===== src/rtl/fetch_pkg.sv =====
// rtl/fetch_pkg.sv - shared state encoding and default parameters for the instruction fetch unit
package fetch_pkg;

    typedef enum logic [1:0] {
        IDLE = 2'd0,
        REQ  = 2'd1,
        LOAD = 2'd2
    } fetch_state_e;

    localparam int              ADDR_WIDTH_DEF     = 16;
    localparam int              DATA_WIDTH_DEF     = 16;
    localparam logic [15:0]     PC_RESET_DEF       = 16'h0000;
    localparam int              PC_STEP_DEF        = 2;
    localparam int              TIMEOUT_CYCLES_DEF = 15;

endpackage


===== src/rtl/fetch_pc_reg.sv =====
// rtl/fetch_pc_reg.sv - program counter with increment/wrap and a pending redirect latched while a fetch is in flight
module fetch_pc_reg #(
    parameter int                    ADDR_WIDTH = 16,
    parameter logic [ADDR_WIDTH-1:0] PC_RESET   = '0,
    parameter int                    PC_STEP    = 2
) (
    input  logic                  clk_i,
    input  logic                  rst_i,
    input  logic                  pc_write_i,
    input  logic [ADDR_WIDTH-1:0] pc_next_i,
    input  logic                  busy_i,
    input  logic                  advance_i,
    input  logic                  abort_i,
    output logic [ADDR_WIDTH-1:0] pc_o
);

    localparam logic [ADDR_WIDTH-1:0] STEP = ADDR_WIDTH'(PC_STEP);

    logic [ADDR_WIDTH-1:0] pc_q, pc_d;
    logic [ADDR_WIDTH-1:0] pend_addr_q, pend_addr_d;
    logic                  pend_q, pend_d;

    always_comb begin
        pc_d        = pc_q;
        pend_d      = pend_q;
        pend_addr_d = pend_addr_q;
        if (!busy_i) begin
            if (pc_write_i) pc_d = pc_next_i;
        end else if (advance_i || abort_i) begin
            // A redirect arriving on the closing cycle is newer than anything pending
            if (pc_write_i)     pc_d = pc_next_i;
            else if (pend_q)    pc_d = pend_addr_q;
            else if (advance_i) pc_d = pc_q + STEP;
            pend_d = 1'b0;
        end else if (pc_write_i) begin
            pend_d      = 1'b1;
            pend_addr_d = pc_next_i;
        end
    end

    always_ff @(posedge clk_i or posedge rst_i) begin
        if (rst_i) begin
            pc_q        <= PC_RESET;
            pend_q      <= 1'b0;
            pend_addr_q <= '0;
        end else begin
            pc_q        <= pc_d;
            pend_q      <= pend_d;
            pend_addr_q <= pend_addr_d;
        end
    end

    assign pc_o = pc_q;

endmodule


===== src/rtl/instruction_fetch_unit.sv =====
// rtl/instruction_fetch_unit.sv - fetch sequencer driving instruction memory and the Instruction Register load pins
// Optional REQ timeout selected by FETCH_TIMEOUT_EN.
module instruction_fetch_unit
    import fetch_pkg::*;
#(
    parameter int                    ADDR_WIDTH     = ADDR_WIDTH_DEF,
    parameter int                    DATA_WIDTH     = DATA_WIDTH_DEF,
    parameter logic [ADDR_WIDTH-1:0] PC_RESET       = ADDR_WIDTH'(PC_RESET_DEF),
    parameter int                    PC_STEP        = PC_STEP_DEF,
    parameter int                    TIMEOUT_CYCLES = TIMEOUT_CYCLES_DEF
) (
    input  logic                  CLK,
    input  logic                  Reset,
    input  logic                  FetchStart,
    input  logic                  PCWrite,
    input  logic [ADDR_WIDTH-1:0] PCNext,
    output logic [ADDR_WIDTH-1:0] MemAddr,
    output logic                  MemRead,
    input  logic                  MemReady,
    input  logic [DATA_WIDTH-1:0] MemData,
    output logic [DATA_WIDTH-1:0] IRData,
    output logic                  IRWrite,
    output logic [ADDR_WIDTH-1:0] PC,
    output logic                  FetchBusy,
    output logic                  FetchDone,
    output logic                  FetchErr
);

    if (TIMEOUT_CYCLES < 1) begin : g_bad_timeout
        $error("TIMEOUT_CYCLES must be at least 1");
    end

    fetch_state_e          state_q, state_d;
    logic [DATA_WIDTH-1:0] ir_q;
    logic                  timeout;
    logic [ADDR_WIDTH-1:0] pc;

`ifdef FETCH_TIMEOUT_EN
    localparam int CNT_W = $clog2(TIMEOUT_CYCLES + 1);
    localparam logic [CNT_W-1:0] CNT_LAST = CNT_W'(TIMEOUT_CYCLES - 1);

    logic [CNT_W-1:0] cnt_q, cnt_d;
    logic             err_q;

    assign cnt_d = (state_q == REQ) ? cnt_q + 1'b1 : '0;

    always_ff @(posedge CLK or posedge Reset) begin
        if (Reset) begin
            cnt_q <= '0;
            err_q <= 1'b0;
        end else begin
            cnt_q <= cnt_d;
            err_q <= timeout;
        end
    end

    assign FetchErr = err_q;
`else
    assign FetchErr = 1'b0;
`endif

    always_comb begin
        state_d = state_q;
        timeout = 1'b0;
        case (state_q)
            IDLE: if (FetchStart) state_d = REQ;
            REQ: begin
                // MemReady on the final count cycle still completes the fetch
                if (MemReady) begin
                    state_d = LOAD;
`ifdef FETCH_TIMEOUT_EN
                end else if (cnt_q == CNT_LAST) begin
                    state_d = IDLE;
                    timeout = 1'b1;
`endif
                end
            end
            LOAD:    state_d = IDLE;
            default: state_d = IDLE;
        endcase
    end

    always_ff @(posedge CLK or posedge Reset) begin
        if (Reset) begin
            state_q <= IDLE;
            ir_q    <= '0;
        end else begin
            state_q <= state_d;
            if (state_q == REQ && MemReady) ir_q <= MemData;
        end
    end

    fetch_pc_reg #(
        .ADDR_WIDTH (ADDR_WIDTH),
        .PC_RESET   (PC_RESET),
        .PC_STEP    (PC_STEP)
    ) u_pc_reg (
        .clk_i      (CLK),
        .rst_i      (Reset),
        .pc_write_i (PCWrite),
        .pc_next_i  (PCNext),
        .busy_i     (state_q != IDLE),
        .advance_i  (state_q == LOAD),
        .abort_i    (timeout),
        .pc_o       (pc)
    );

    assign PC        = pc;
    assign MemAddr   = pc;
    assign MemRead   = (state_q == REQ);
    assign IRWrite   = (state_q == LOAD);
    assign FetchDone = (state_q == LOAD);
    assign FetchBusy = (state_q != IDLE);
    assign IRData    = ir_q;

endmodule


===== config.mk =====
export PLATFORM = sky130hd
export DESIGN_NAME = instruction_fetch_unit
export DESIGN_NICKNAME = d
export VERILOG_FILES = /design/src/rtl/fetch_pkg.sv /design/src/rtl/fetch_pc_reg.sv /design/src/rtl/instruction_fetch_unit.sv
export SDC_FILE = /design/constraint.sdc
export NUM_CORES = 1
export LEC_CHECK = 0
export ABC_CLOCK_PERIOD_IN_PS = 1900
export BUFFER_PORTS_ARGS = -buffer_cell sky130_fd_sc_hd__buf_4
export CORE_ASPECT_RATIO = 2
export CORE_MARGIN = 8
export CORE_UTILIZATION = 50
export CTS_CLUSTER_DIAMETER = 150
export DETAILED_ROUTE_END_ITERATION = 10
export PLACE_DENSITY = 0.77
export SLEW_MARGIN = 20
export SYNTH_ARGS = -nofsm -noshare
export SYNTH_HDL_FRONTEND = slang
export SYNTH_SLANG_ARGS = --single-unit

===== constraint.sdc =====
create_clock -name CLK -period 1.9 [get_ports CLK]
set_input_delay 0.38 -clock CLK [delete_from_list [all_inputs] [get_ports CLK]]
set_output_delay 0.38 -clock CLK [all_outputs]
set_load 0.005 [all_outputs]

==> impl_metrics.yaml, run 1 <==
pwr:
  p_comb_share_pct: 39.5
  p_leak_uw: 0.00156
  clockPowerShare_pct: 15.6
  swShare_pct: 33.6
  power.density_mw_per_mm2: 1140
  internal_power_uw: 2580
  power_switching_uw: 1310
  ir_drop_v: 0.00100
  pwr-share-seq_pct: 44.9
grt:
  overflow: 0
  antenna_found_initial: 0
  grt_max_degree: 52
  grt_pass1_wl_um: 11100
  grtUsageTotal_pct: 17.4
  first_global_vias: 2322
finish:
  syn2layout_area_growth_pct: 27.6
  final_core_util_pct: 64.8
  fillers: 428
  fin_nets: 366
  antennaDiodeCount: 0
  final_cells: 389
  multiInputGateArea_mm2: 0.00119
  layout-drive-gt1-share_pct: 44.7
  seq_area_mm2: 0.00128
synth:
  ys.warnings.count: 0
  synthMuxAreaShare_pct: 14.9
  synth_top_family_by_area: "compound AO/OA/AOI/OAI gates"
  synth-compound-area-share_pct: 15.4
  synth-simple-area-share_pct: 11.0
  synth_nets: 291
  ys_ff_latch: 51
  synthAdderAreaFrac_pct: 0.467
  synth_edf_count: 0
  ys.flop_type: "dfrtp_1"
  seq_area_frac_synth_pct: 47.6
  synth.avg_cell_area_um2: 10.6
  ys_types: 45
  ys_async_sr_fraction_pct: 100
  syn_area_mm2: 0.00268
  synthXorXnorAreaFrac_pct: 1.96
  synthCells: 253
critical_path:
  cp_top_family: "simple AND/OR/NAND/NOR gates"
  reg2regPathDepth: 4
  cp_slowest_cell: "or4_1"
  slowest_delay_ns: 0.56
  critPathLaunchType: "flop"
  r2r_setup_slack_ns: 0.15
  cp_cell_sequence: "nand3_1, or4_1, a21oi_1, o22a_1"
  critical_path_class: "flop to flop"
  crit_arrival_ns: 2.00
  required_ns: 2.15
  end_kind: "flop"
  cp_num_cells: 4
  crit_fanout: 8
  path_buf_inv: 0
place:
  dp_hpwl_um: 5120
  io_buffers: 88
  routabilityCongestion: 0.798
  place_ws_ns: 0.0786
  dp.cells: 381
routing:
  drc: 0
  antenna_left: 0
  initialDrtViolationCount: 95
  routed_wl_um: 6980
  wire_per_inst_um: 17.9
  drt-vias-per-instance: 5.67
  vias: 2207
  firstDrtPassIters: 4
timing:
  finalSetupTns_ns: 0
  fin_ws_ns: 0.147
  setup_violations: 0
  drv_slew: 0
  fin_crit_sh_pct: 92.2
  finalClockSkew_ns: 0.0103
  tightest_slew_ns: 0.518
  min_period_ns: 1.75
  finalHoldViolations: 0
  max_slew_margin_pct: 65.4
  rsz0062_at_grt: "no"
  clock.fmax_mhz: 571
floorplanning:
  start_util_pct: 50.8
  rows: 38
  die_w_um: 67.8
  fp.dieArea_mm2: 0.00810
  io_pins: 90
  coreArea_mm2: 0.00528
  die_y_um: 120
cts:
  numCtsBuffers: 5
  cts_tree: "built"
  htreeDepth: 2
  cts_max_path_buffers: 2
  cts_sinks: 51
  clockRootBuffer: "clkbuf_8"
  insertion_delay_ns: 0.31
  cts.clk_slew.worst_paths_ns: 0.09
  cts_hold_buffers: 0
min_path:
  hold_class: "primary input to asynchronous set/reset pin"
run:
  drv_cap: 0
run_status:
  status: "finished clean"
timing repair:
item	4_1_cts	5_1_grt
endpoints found under the setup margin	0	9
setup buffers	0	0
gates resized for setup	0	3
cells in the final DEF, fill, tap and decap left out, types with 3 or more instances in the layout:
cell type / count
dfrtp_1: 51
a22o_1: 3
mux2_2: 32
o31ai_1: 3
a21oi_1: 12
mux2i_1: 4
nor2_1: 9
a22oi_1: 6
nand2_1: 16
nor2b_1: 5
a31oi_1: 4
xnor2_1: 6
buf_4: 97
nor3_1: 4
inv_1: 7
nand3_1: 3
or3_1: 4
clkbuf_8: 5
o21ai_0: 18
layer usage:
layer | track usage (%) | share of wire (%) | wire [µm] | vias up
met4 | 8.77 | 2.9 | 199 | 0
met2 | 28.6 | 51 | 3600 | 92
met1 | 19.7 | 38 | 2660 | 1060
li1 | - | - | - | 1038
met5 | 0 | 0 | 0 | -
met3 | 4.67 | 7.5 | 522 | 17
path summary, 6_finish.rpt:
| kind | from | to |
|---|---|---|
| hold / removal | Reset | IRData[5] |
| setup / recovery | u_pc_reg.pc_o[8] | u_pc_reg.pc_o[14] |
| min in group CLK | PCNext[4] | u_pc_reg.pc_o[4] |
| hold reg to reg | u_pc_reg.pend_addr_q[13] | u_pc_reg.pend_addr_q[13] |
| setup reg to reg | u_pc_reg.pc_o[8] | u_pc_reg.pc_o[14] |
| max in group asynchronous | Reset | u_pc_reg.pend_addr_q[7] |
power by group through the flow:
stage	logic (µW)	clock network, µW	registers, µW
6_report	1540	606	1750
5_1_grt	1680	658	1800
4_1_cts	1550	630	1740
3_5_place_dp	1550	0	1770
3_3_place_gp	1510	0	1740
2_1_floorplan	886	0	1700
cell families (layout without fill, tap and decap cells):
family,after synthesis,count (layout)
AOI/OAI and AO/OA,63,63
xor gates and xnor gates,6,6
adders and majority gates,1,1
buffers and inverters,39,115
DFF,51,51
muxes,36,36
other,1,1
and+or+nand+nor,56,56
through the flow:
step | power (µW) | instance area (µm²) | hold WS (ns)
after detailed placement | 3310 | 3320 | 0.462
after global routing | 4140 | 3420 | 0.135
after CTS | 3920 | 3410 | 0.118
after global placement | 3250 | 3320 | 0.454
final | 3890 | 3420 | 0.120
after floorplan | 2590 | 2680 | 0.451
worst register-to-register path, cell delays in order, from the launching register on:
cell and delay (ns):
dfrtp_1 0.51, nand3_1 0.32, or4_1 0.56, a21oi_1 0.15
o22a_1 0.16
synthesized netlist by cell type (3+ instances only):
cell type  count  area [µm²]
a21oi_1       12        60.1
a22o_1         3        26.3
a22oi_1        6        45.0
a31oi_1        4        25.0
buf_2          7        35.0
buf_4         18         135
clkbuf_1       5        18.8
dfrtp_1       51        1280
inv_1          8        30.0
mux2_2        32         360
mux2i_1        4        40.0
nand2_1       16        60.1
nand3_1        4        20.0
nor2_1         9        33.8
nor2b_1        5        31.3
nor3_1         4        20.0
nor4_1         3        18.8
o21ai_0       18        90.1
o31ai_1        3        22.5
or3_1          4        25.0
xnor2_1        6        52.6
state kept, by name, summed over array words and instances, names as in the netlist:
register / flops
IRData: 16
state_q: 2
u_pc_reg.pc_o: 16
u_pc_reg.pend_addr_q: 16
u_pc_reg.pend_q: 1
cell type report:
cell class	instances	share of cell area, %
clock inverters	1	0.146
inverters	8	0.878
multi-input cells	163	34.8
well taps	60	2.19
flip-flops and latches	51	37.3
repair buffers	99	22.5
clock buffers	7	2.23
No activity file was read; power rests on OpenSTA's default activity.
==> run 2, diff against run 1 <==
- SETUP_SLACK_MARGIN: default -> 0.3
==> run 2 against run 1 <==
Worst hold slack got worse by 0.024 ns. Global-route usage decreased by 0.11 points. Non-clock buffer count increased by 12. Highest routed layer unchanged. Die area unchanged. Sequential power increased by 2%. Critical endpoint is now u_pc_reg.pc_o[6]. First-iteration DRC count increased by 52%.
==> impl_metrics.yaml, run 2 (same netlist as run 1, synthesis figures left out) <==
routing:
  wire_per_inst_um: 17.5
  initialDrtViolationCount: 144
  drc: 0
  antenna_left: 0
  firstDrtPassIters: 4
  vias: 2225
  drt-vias-per-instance: 5.58
  routed_wl_um: 6990
place:
  dp_hpwl_um: 5050
  io_buffers: 88
  place_ws_ns: 0.142
  routabilityCongestion: 0.848
pwr:
  ir_drop_v: 0.000686
  power.density_mw_per_mm2: 1110
  p_leak_uw: 0.00161
  power_uw: 4000
critical_path:
  crit_arrival_ns: 1.76
  required_ns: 2.09
  r2r_setup_slack_ns: 0.33
  end_kind: "flop"
  critPathLaunchType: "flop"
  r2r_start: "state_q[0]"
  r2r_end: "u_pc_reg.pc_o[6]"
  critical_path_class: "flop to flop"
  crit_fanout: 6
  reg2regPathDepth: 5
  startpoint: "state_q[0]"
finish:
  fillers: 412
  fin_nets: 378
  mostFrequentLayoutCells: "108 x buf_4, 40 x dfrtp_1, 32 x mux2_2"
  multiInputGateArea_mm2: 0.00127
  syn2layout_area_growth_pct: 33.9
  antennaDiodeCount: 0
  seq_area_mm2: 0.00129
  final_common_cell: "buf_4"
  layout-drive-gt1-share_pct: 51.3
floorplanning:
  io_pins: 90
  start_util_pct: 50.8
  die_y_um: 120
  fp.dieArea_mm2: 0.00810
  die_w_um: 67.8
  coreArea_mm2: 0.00528
  rows: 38
grt:
  grt_pass1_wl_um: 11200
  overflow: 0
  grt_max_degree: 33
  antenna_found_initial: 0
  first_global_vias: 2330
  grtUsageTotal_pct: 17.3
cts:
  cts_max_path_buffers: 2
  clockRootBuffer: "clkbuf_8"
  numCtsBuffers: 5
  cts.clk_slew.worst_paths_ns: 0.08
  htreeDepth: 2
  cts_sinks: 51
  insertion_delay_ns: 0.30
  cts_tree: "built"
  cts_hold_buffers: 0
timing:
  finalHoldViolations: 0
  setup_violations: 0
  min_period_ns: 1.57
  rsz0062_at_grt: "yes"
  fin_crit_sh_pct: 82.6
  fin_ws_ns: 0.331
  hold_ws_ns: 0.0960
  finalSetupTns_ns: 0
  clock.fmax_mhz: 637
  drv_slew: 0
  finalClockSkew_ns: 0.00770
run_status:
  status: "finished clean"
min_path:
  hold_class: "primary input to asynchronous set/reset pin"
run:
  drv_cap: 0
run 2: changes by cell type in the layout (fill, tap and decap cells not counted), sizes merged:
| cell | delta |
|---|---|
| buf | +11 |
| clkinv | -1 |
| clkinvlp | +1 |
| inv | -1 |
run 2: metal layers:
metal,GRT usage [%],vias up,wire (µm)
li1,-,1063,-
met1,20.9,1074,2610
met2,28.9,80,3760
met3,4.48,8,542
met4,5.16,0,82
met5,0,-,0
run 2: worst max-delay path by stage:
stage / endpoint / slack (ns) / cells past startpoint
finish: u_pc_reg.pc_o[6] / 0.33 / 5
global route: u_pc_reg.pc_o[8] / 0.26 / 6
CTS: u_pc_reg.pc_o[12] / 0.30 / 4
detailed placement: u_pc_reg.pc_o[15] / 0.14 / 5
global placement: u_pc_reg.pc_o[15] / 0.26 / 5
floorplan: u_pc_reg.pc_o[7] / 0.35 / 5
run 2: power by group:
group | total (µW) | leakage (µW) | switching [µW] | internal (µW)
combinational | 1640 | 0.000979 | 666 | 973
sequential | 1790 | 0.000591 | 358 | 1430
clock | 570 | 0.0000371 | 323 | 246
run 2: cell type report:
type                            count  share of cell area (%)
Clock buffer                        6                    2.02
Inverter                            8                   0.941
Multi-Input combinational cell    163                    35.4
Sequential cell                    51                    35.9
Tap cell                           60                    2.09
Timing Repair Buffer              111                    23.6
run 2: what timing repair did:
item                       in CTS  in global routing
setup buffers                   4                  7
resized for setup              13                 15
cloned                          0                  0
pin swaps                       0                  1
setup endpoints to repair       9                 12
run 2: critical path, cell delays in order (launching register included):
cell and delay [ns]:
dfrtp_2 0.43, buf_4 0.16, buf_4 0.14, o21ba_2 0.32, nand2_1 0.13, o31ai_1 0.29
run 2: stage by stage:
stage               instance area, µm²  std cells  utilization [%]
finish                            3590        399             68.0
global route                      3590        399             68.0
CTS                               3470        392             65.8
detailed placement                3330        382             63.1
global placement                  3330        382             63.1
floorplan                         2690        253                -
==> run 3, diff against run 2 <==
- ABC_CLOCK_PERIOD_IN_PS: 1900 -> 1500
- clock period: 1.9 -> 1.5 ns (I/O delays scaled with it)
==> run 3 against run 2 <==
The run now ends with negative setup slack left. Clock-buffer cell count down 1. Clock skew down 0.0022 ns. Register-to-register slack worse by 0.42 ns. Highest routed layer unchanged.
==> impl_metrics.yaml, run 3 (same netlist as run 1, synthesis figures left out) <==
grt:
  grt_pass1_wl_um: 14100
  grtUsageTotal_pct: 22.4
  grt_max_degree: 17
  antenna_found_initial: 0
  first_global_vias: 2884
  overflow: 0
cts:
  insertion_delay_ns: 0.32
  cts.clk_slew.worst_paths_ns: 0.10
  htreeDepth: 2
  cts_max_path_buffers: 2
  cts_tree: "built"
  clockRootBuffer: "clkbuf_8"
  cts_sinks: 51
  numCtsBuffers: 5
critical_path:
  reg2regPathDepth: 5
  end_kind: "flop"
  crit_arrival_ns: 1.80
  startpoint: "state_q[0]"
  crit_path_end: "u_pc_reg.pc_o[14]"
  r2r_setup_slack_ns: -0.09
  critical_path_class: "flop to flop"
  r2r_end: "u_pc_reg.pc_o[14]"
  critPathLaunchType: "flop"
  required_ns: 1.71
  crit_fanout: 8
  r2r_start: "state_q[0]"
timing:
  fin_crit_sh_pct: 106
  finalClockSkew_ns: 0.00553
  min_period_ns: 1.59
  clock.fmax_mhz: 630
  finalHoldViolations: 0
  fin_ws_ns: -0.0864
  drv_slew: 0
  rsz0062_at_grt: "yes"
  hold_ws_ns: 0.205
  setup_violations: 4
place:
  place_area_mm2: 0.00363
  dp.cells: 399
  io_buffers: 88
  dp_hpwl_um: 5540
  routabilityCongestion: 0.910
finish:
  final_cell_area_mm2: 0.00457
  final_common_cell: "buf_4"
  fillers: 242
  syn2layout_area_growth_pct: 70.6
  antennaDiodeCount: 0
  mostFrequentLayoutCells: "106 x buf_4, 47 x buf_6, 41 x dfrtp_1"
  final_cells: 455
  fin_nets: 432
  layout-drive-gt1-share_pct: 64.6
floorplanning:
  io_pins: 90
  die_w_um: 67.8
  coreArea_mm2: 0.00528
  start_util_pct: 50.8
  die_y_um: 120
  rows: 38
  fp.dieArea_mm2: 0.00810
routing:
  drt-vias-per-instance: 6.10
  vias: 2777
  antenna_left: 0
  drc: 0
  initialDrtViolationCount: 296
  firstDrtPassIters: 5
  wire_per_inst_um: 22.6
  routed_wl_um: 10300
pwr:
  p_comb_share_pct: 52.9
  power.density_mw_per_mm2: 1430
  swShare_pct: 35.9
  clockPowerShare_pct: 12.5
  pwr-share-seq_pct: 34.6
  power_switching_uw: 2350
  p_leak_uw: 0.00213
  ir_drop_v: 0.00113
  internal_power_uw: 4200
min_path:
  hold_class: "primary input to flop"
run_status:
  status: "complete, but fails checks"
  failed_checks: "negative setup slack"
run:
  drv_cap: 0
[run 3: cell types whose count changed in the layout (fill, tap and decap cells not counted), moves of 5 or more]
cell     before  now
mux2_4        0   23
a21oi_2       0    6
o21ai_1       0    6
a21oi_1      12    6
buf_6         1   47
o21ai_0      18   11
nand2_8       0    5
mux2_2       32    9
[run 3: worst max-delay path, cell delays in order (launching register included)]
cell     delay (ns)
dfrtp_2        0.45
buf_2          0.22
o21ba_4        0.26
mux2i_1        0.26
a31oi_1        0.08
o22a_1         0.22
[run 3: power by group through the flow]
stage / clock, µW / sequential [µW] / combinational [µW]
floorplan: 0 / 2210 / 1290
global placement: 0 / 2170 / 2290
detailed placement: 0 / 2200 / 2350
CTS: 825 / 2150 / 2880
global route: 876 / 2290 / 3630
finish: 818 / 2270 / 3460
[run 3: how the worst min path moves through the flow]
stage | slack, ns | end | cells past startpoint | startpoint
2_1_floorplan | 0.35 | IRData[0] | 1 | Reset
6_report | 0.20 | IRData[6] | 2 | MemData[6]
4_1_cts | 0.20 | IRData[12] | 2 | MemData[12]
3_5_place_dp | 0.30 | u_pc_reg.pend_addr_q[1] | 2 | Reset
5_1_grt | 0.20 | IRData[6] | 2 | MemData[6]
3_3_place_gp | 0.30 | u_pc_reg.pend_addr_q[3] | 2 | Reset
[run 3: through the flow]
step	power, µW	TNS, ns	util, %	setup slack, ns
floorplan	3490	0	-	0.0170
global placement	4460	0	68.8	0.0388
detailed placement	4550	-0.127	68.8	-0.0398
CTS	5860	0	80.4	0.0199
global route	6800	-0.687	86.7	-0.116
finish	6550	-0.228	86.7	-0.0864
[run 3: layout make-up]
cell class / count / area [µm²] / area share, %
clock buffers: 5 / 68.8 / 1.50
repair buffers: 160 / 1440 / 31.4
clock inverters: 3 / 20.0 / 0.438
flip-flops and latches: 51 / 1290 / 28.2
well taps: 60 / 75.1 / 1.64
multi-input cells: 168 / 1650 / 36.1
inverters: 8 / 33.8 / 0.739
[run 3: timing repair]
action,in CTS,in global routing
buffers inserted,29,13
gates resized for setup,53,58
pin swaps,24,11
endpoints found under the setup margin,81,82
endpoints found under the hold margin,12,0
gates cloned,5,0
hold buffers,1,0
[run 3: layer usage]
| layer | share of wire, % | vias to the layer above | GRT usage [%] | wire [µm] |
|---|---|---|---|---|
| met5 | 0 | - | 0 | 0 |
| met4 | 4.6 | 0 | 12.3 | 469 |
| met3 | 7.4 | 49 | 5.14 | 756 |
| met2 | 53 | 167 | 37.9 | 5400 |
| met1 | 36 | 1372 | 24.4 | 3660 |
| li1 | - | 1189 | - | - |
